### config.mk
export PLATFORM = sky130hd
export DESIGN_NAME = ps2_scancode_ctrl
export DESIGN_NICKNAME = d
export VERILOG_FILES = /design/src/rtl/ps2_scancode_ctrl.sv
export SDC_FILE = /design/constraint.sdc
export NUM_CORES = 1
export LEC_CHECK = 0
export BUFFER_PORTS_ARGS = -buffer_cell sky130_fd_sc_hd__clkbuf_2
export CAP_MARGIN = 5
export CORE_UTILIZATION = 30
export CTS_CLUSTER_DIAMETER = 150
export DETAILED_ROUTE_END_ITERATION = 12
export GPL_ROUTABILITY_DRIVEN = 0
export GPL_TIMING_DRIVEN = 0
export SLEW_MARGIN = 0
export SYNTH_ARGS = -nofsm -noshare
export SYNTH_HDL_FRONTEND = slang
export SYNTH_SLANG_ARGS = --single-unit
### constraint.sdc
create_clock -name clk -period 3 [get_ports clk]
set_input_delay 0.45 -clock clk [delete_from_list [all_inputs] [get_ports clk]]
set_output_delay 0.45 -clock clk [all_outputs]
set_load 0.02 [all_outputs]
### src/rtl/ps2_scancode_ctrl.sv
// PS/2 Set-2 scan-code sequencer. It pops bytes from the receiver FIFO, decodes the
// E0/F0 prefixes, filters typematic repeats and emits one clean event per make/break.
//
//   state     | meaning
//   S_IDLE    | no prefix pending
//   S_EXT     | E0 seen, waiting for code or F0
//   S_BRK     | F0 seen, next code is a break
//   S_EXT_BRK | E0 F0 seen, next code is an extended break
module ps2_scancode_ctrl #(
   parameter int PRESS_W       = 8,
   parameter bit REPEAT_FILTER = 1'b1,
   parameter int TIMEOUT_CYC   = 1000000
) (
   input  logic               clk,
   input  logic               clrn,
   input  logic               ready,
   input  logic [7:0]         rx_data,
   input  logic               overflow,
   output logic               rdn,
   input  logic               clr_ovf,
   output logic [7:0]         key_code,
   output logic               key_ext,
   output logic               key_down,
   output logic               evt_valid,
   output logic               evt_break,
   output logic [7:0]         evt_code,
   output logic [PRESS_W-1:0] press_cnt,
   output logic               ovf_sticky
);

   localparam int TMO_W = $clog2(TIMEOUT_CYC + 1);
   localparam logic [TMO_W-1:0] TMO_LAST = TMO_W'(TIMEOUT_CYC - 1);

   typedef enum logic [1:0] {
      S_IDLE    = 2'd0,
      S_EXT     = 2'd1,
      S_BRK     = 2'd2,
      S_EXT_BRK = 2'd3
   } state_t;

   state_t             state_q;
   logic               pop_gap_q;
   logic               byte_vld_q;
   logic [7:0]         byte_q;
   logic [TMO_W-1:0]   tmo_q;
   logic [7:0]         key_code_q;
   logic               key_ext_q;
   logic               key_down_q;
   logic               evt_valid_q;
   logic               evt_break_q;
   logic [7:0]         evt_code_q;
   logic [PRESS_W-1:0] press_cnt_q;
   logic               ovf_q;

   logic pop;
   logic ext_st;
   logic brk_st;
   logic held;
   logic tmo_fire;

   // Pop strobe is combinational so rdn can only be low while ready is high;
   // clrn gating keeps it inactive throughout reset.
   assign pop      = ready & ~pop_gap_q & clrn;
   assign rdn      = ~pop;

   assign ext_st   = (state_q == S_EXT) || (state_q == S_EXT_BRK);
   assign brk_st   = (state_q == S_BRK) || (state_q == S_EXT_BRK);
   assign held     = key_down_q && (key_code_q == byte_q) && (key_ext_q == ext_st);
   assign tmo_fire = (state_q != S_IDLE) && (tmo_q == '0) && !byte_vld_q && !pop;

   always_ff @(posedge clk or negedge clrn) begin
      if (!clrn) begin
         state_q     <= S_IDLE;
         pop_gap_q   <= 1'b0;
         byte_vld_q  <= 1'b0;
         byte_q      <= 8'h00;
         tmo_q       <= '0;
         key_code_q  <= 8'h00;
         key_ext_q   <= 1'b0;
         key_down_q  <= 1'b0;
         evt_valid_q <= 1'b0;
         evt_break_q <= 1'b0;
         evt_code_q  <= 8'h00;
         press_cnt_q <= '0;
         ovf_q       <= 1'b0;
      end else begin
         pop_gap_q   <= pop;
         byte_vld_q  <= pop;
         evt_valid_q <= 1'b0;
         if (pop) byte_q <= rx_data;

         if (overflow || tmo_fire) ovf_q <= 1'b1;
         else if (clr_ovf)         ovf_q <= 1'b0;

         if (pop || state_q == S_IDLE) tmo_q <= TMO_LAST;
         else if (tmo_q != '0)         tmo_q <= tmo_q - 1'b1;

         if (overflow) begin
            state_q <= S_IDLE;
         end else if (byte_vld_q) begin
            case (byte_q)
               8'hE0: state_q <= S_EXT;
               8'hF0: begin
                  if (state_q == S_IDLE)     state_q <= S_BRK;
                  else if (state_q == S_EXT) state_q <= S_EXT_BRK;
               end
               8'h00, 8'hFF: state_q <= S_IDLE;
               default: begin
                  state_q <= S_IDLE;
                  if (brk_st) begin
                     evt_valid_q <= 1'b1;
                     evt_break_q <= 1'b1;
                     evt_code_q  <= byte_q;
                     if (held) key_down_q <= 1'b0;
                  end else if (!(REPEAT_FILTER && held)) begin
                     evt_valid_q <= 1'b1;
                     evt_break_q <= 1'b0;
                     evt_code_q  <= byte_q;
                     key_code_q  <= byte_q;
                     key_ext_q   <= ext_st;
                     key_down_q  <= 1'b1;
                     press_cnt_q <= press_cnt_q + PRESS_W'(1);
                  end
               end
            endcase
         end else if (tmo_fire) begin
            state_q <= S_IDLE;
         end
      end
   end

   assign key_code   = key_code_q;
   assign key_ext    = key_ext_q;
   assign key_down   = key_down_q;
   assign evt_valid  = evt_valid_q;
   assign evt_break  = evt_break_q;
   assign evt_code   = evt_code_q;
   assign press_cnt  = press_cnt_q;
   assign ovf_sticky = ovf_q;

endmodule

==> summary.txt <==
STA
  • Setup Viol. Count Final: 0
  • Clock Skew: 0.00825 ns
  • Max-slew violation count: 0
  • Max_slew headroom: 27.3%
  • Hold Fails Final Rpt: 0
  • Crit path time final: 2.35 ns
  • RSZ-0062 raised after global routing: false
  • Tightest Pin Transition: 1.08 ns
  • Final period util: 78.4%
  • Fmax: 425 MHz

Yosys
  • Largest area contributor in the netlist: dfrtp_1
  • #FFs+latches synth: 60
  • Synth Warn #: 0
  • Distinct cells, synth: 42
  • Cells after synthesis: 254
  • Syn nets: 272
  • Share of the synthesized area in the top cell type: 51.9%
  • Netlist Area Pre-Place: 2900 µm²
  • Register area share after synthesis: 51.9%
  • Syn Area/Cell: 11.4 µm²
  • Synth top area cells: dfrtp_1 (52%), xnor2_1 (8.5%), mux2_2 (6.2%), nand2_1 (5.6%), ha_1 (2.2%)

Power
  • Clk network pwr share: 34.0%
  • Total power draw: 2.34 mW
  • Max VDD drop: 0.260 mV
  • Combinational power share: 20.7%
  • P_leak: 1.50 nW
  • Pint: 1.61 mW
  • Cell Pwr Density: 670 nW/µm²
  • Sw Share: 31.0%
  • Seq pwr share: 45.2%
  • Switch Pwr: 0.723 mW

CTS
  • Resize count post-CTS: 0
  • H-tree Lvls: 3
  • Worst-path clk slew: 0.07 ns
  • TritonCTS clock tree: built
  • Root buf cell: clkbuf_8
  • Cts bufs inserted: 9
  • Clock latency on the worst-skew pair: 0.34 ns
  • Post-CTS Repair Setup Buffers: 0
  • Hold buffer count at CTS: 0
  • Clock sinks: 60
  • Deepest clock path buffer count: 2

Worst setup path
  • Crit end category: primary output
  • Worst reg2reg path endpoint: key_code[2]
  • Reg2Reg Depth: 9
  • Kind of critical path: in2out
  • CP Max Fanout: 61
  • R2r startpoint: byte_q[5]
  • Worst path arrival time: 1.90 ns
  • Critical Path RT: 2.55 ns
  • R2R setup slack: 0.71 ns
  • Crit path cell chain: clkbuf_4 -> nand3b_1 -> clkbuf_1 -> clkbuf_2
  • Start point of the critical path: clrn
  • Slowest cell on crit path: clkbuf_4
  • Crit-path max cell delay: 0.47 ns
  • CP startpoint kind: primary input

Layout
  • Antenna diodes: 0
  • Area Overhead vs Synth: 20.4%
  • Commonest cells after routing, fill and taps aside: dfrtp_1 (60), nand2_1 (43), clkbuf_2 (41)
  • Non-Filler Instances: 441
  • Total Nets Final: 325
  • Most common cell after layout, fill and taps aside: dfrtp_1
  • Share of layout cells above drive strength 1: 29.8%

Placed design
  • Final HPWL DP: 4.11 mm
  • Dpl cells: 425
  • Port bufs: 42

Die
  • Core area: 9280 µm²
  • Die ar.: 10000 µm²
  • Die height: 100 µm
  • Starting density of the core: 31.2%
  • Die X: 100 µm
  • Cell Rows: 35
  • Top Ports: 43

Detailed routing
  • Routed wire length: 5.95 mm
  • Antenna Violating Nets Remaining: 0
  • Residual DRC: 0
  • Detailed-route wire length per cell: 13.5 µm
  • Initial DRC count: 161
  • Pre-antenna DRT Iters: 4
  • Drt via density: 4.69
  • Via count: 2069

Min path
  • Tightest Hold Check Type: in2async

GRT
  • Largest net degree at the start of global routing: 62
  • Total global-route track usage: 13.2%
  • Initial antenna violation count: 0
  • Total grt overflow: 0
  • First-pass GRT wire length: 10.2 mm
  • Vias in the first global route: 2048

Run
  • Max-cap violation count: 0

Run status
  • Outcome: finished, final reports clean
-- routing by layer --
metal	wire (µm)	global-route usage, %
met1	2960	18.1
met2	2690	20.0
met3	164	2.23
met4	130	6.91
met5	0	0
-- power by group through the flow --
stage,logic [mW],clock network (mW),registers (mW)
after floorplan,0.200,0,1.17
after global placement,0.484,0,1.07
final,0.485,0.795,1.06
after global routing,0.526,0.849,1.08
after detailed placement,0.489,0,1.07
after CTS,0.493,0.816,1.06
-- worst max-delay path, delay by kind of cell --
kind | cells | cell delay [ns]
simple gates | 1 | 0.28
buf+inv | 3 | 1.14
-- sequential cells by signal, indices dropped and copies added (netlist names) --
signal	cells
evt_valid	1
byte_q	8
tmo_q	20
key_code	8
press_cnt	8
evt_break	1
ovf_sticky	1
state_q	2
evt_code	8
key_down	1
byte_vld_q	1
key_ext	1
-- worst max path at each step --
stage	end	slack, ns	depth (start not counted)
after floorplan	key_code[0]	0.88	9
after CTS	rdn	0.54	4
after global placement	tmo_q[1]	-0.26	5
final	rdn	0.65	4
after global routing	tmo_q[1]	0.40	5
after detailed placement	tmo_q[1]	0.27	5
-- cell usage after synthesis, drive strengths merged --
cell type	instances
dfrtp	60
ha	5
nor3	7
buf	4
a21o	1
o21ai	8
and3	6
xnor2	28
o21a	1
a311oi	1
nor2	13
o211ai	2
or3	2
clkinv	1
inv	7
nand2b	2
clkbuf	2
a22o	1
xor2	5
nor4b	1
a2111oi	3
a21oi	4
mux2	20
nand3	1
and4bb	1
nand2	43
and3b	1
and2	1
nor4	10
and4	2
nand3b	1
nand4	9
o31ai	1
-- through the flow --
step / hold WS (ns) / setup slack [ns] / utilization, % / TNS, ns / area (µm²)
after floorplan: 0.154 / 0.878 / - / 0 / 2900
after global placement: 0.470 / -0.258 / 35.2 / -1.74 / 3270
after detailed placement: 0.470 / 0.269 / 35.2 / 0 / 3270
after CTS: 0.270 / 0.535 / 37.5 / 0 / 3490
after global routing: 0.300 / 0.397 / 37.5 / 0 / 3490
final: 0.233 / 0.648 / 37.5 / 0 / 3490
-- cells by family after synthesis --
| group | Yosys count | share of synthesized area, % |
|---|---|---|
| AO/OA/AOI/OAI | 22 | 5.96 |
| XOR/XNOR | 33 | 9.98 |
| adder cells (fa/ha/maj) | 5 | 2.16 |
| buffers and inverters | 14 | 2.94 |
| flip-flops | 60 | 51.9 |
| multiplexers | 20 | 8.30 |
| AND/OR/NAND/NOR | 100 | 18.8 |
-- final cells by class --
cell class | count | area [µm²]
Sequential cell | 60 | 1500
Tap cell | 129 | 161
Fill cell | 940 | 5800
Inverter | 8 | 30.0
Buffer | 6 | 55.1
Multi-Input combinational cell | 180 | 1310
Timing Repair Buffer | 42 | 213
Clock inverter | 6 | 88.8
Clock buffer | 10 | 128
Note: power is estimated with default switching activity, not from simulation.
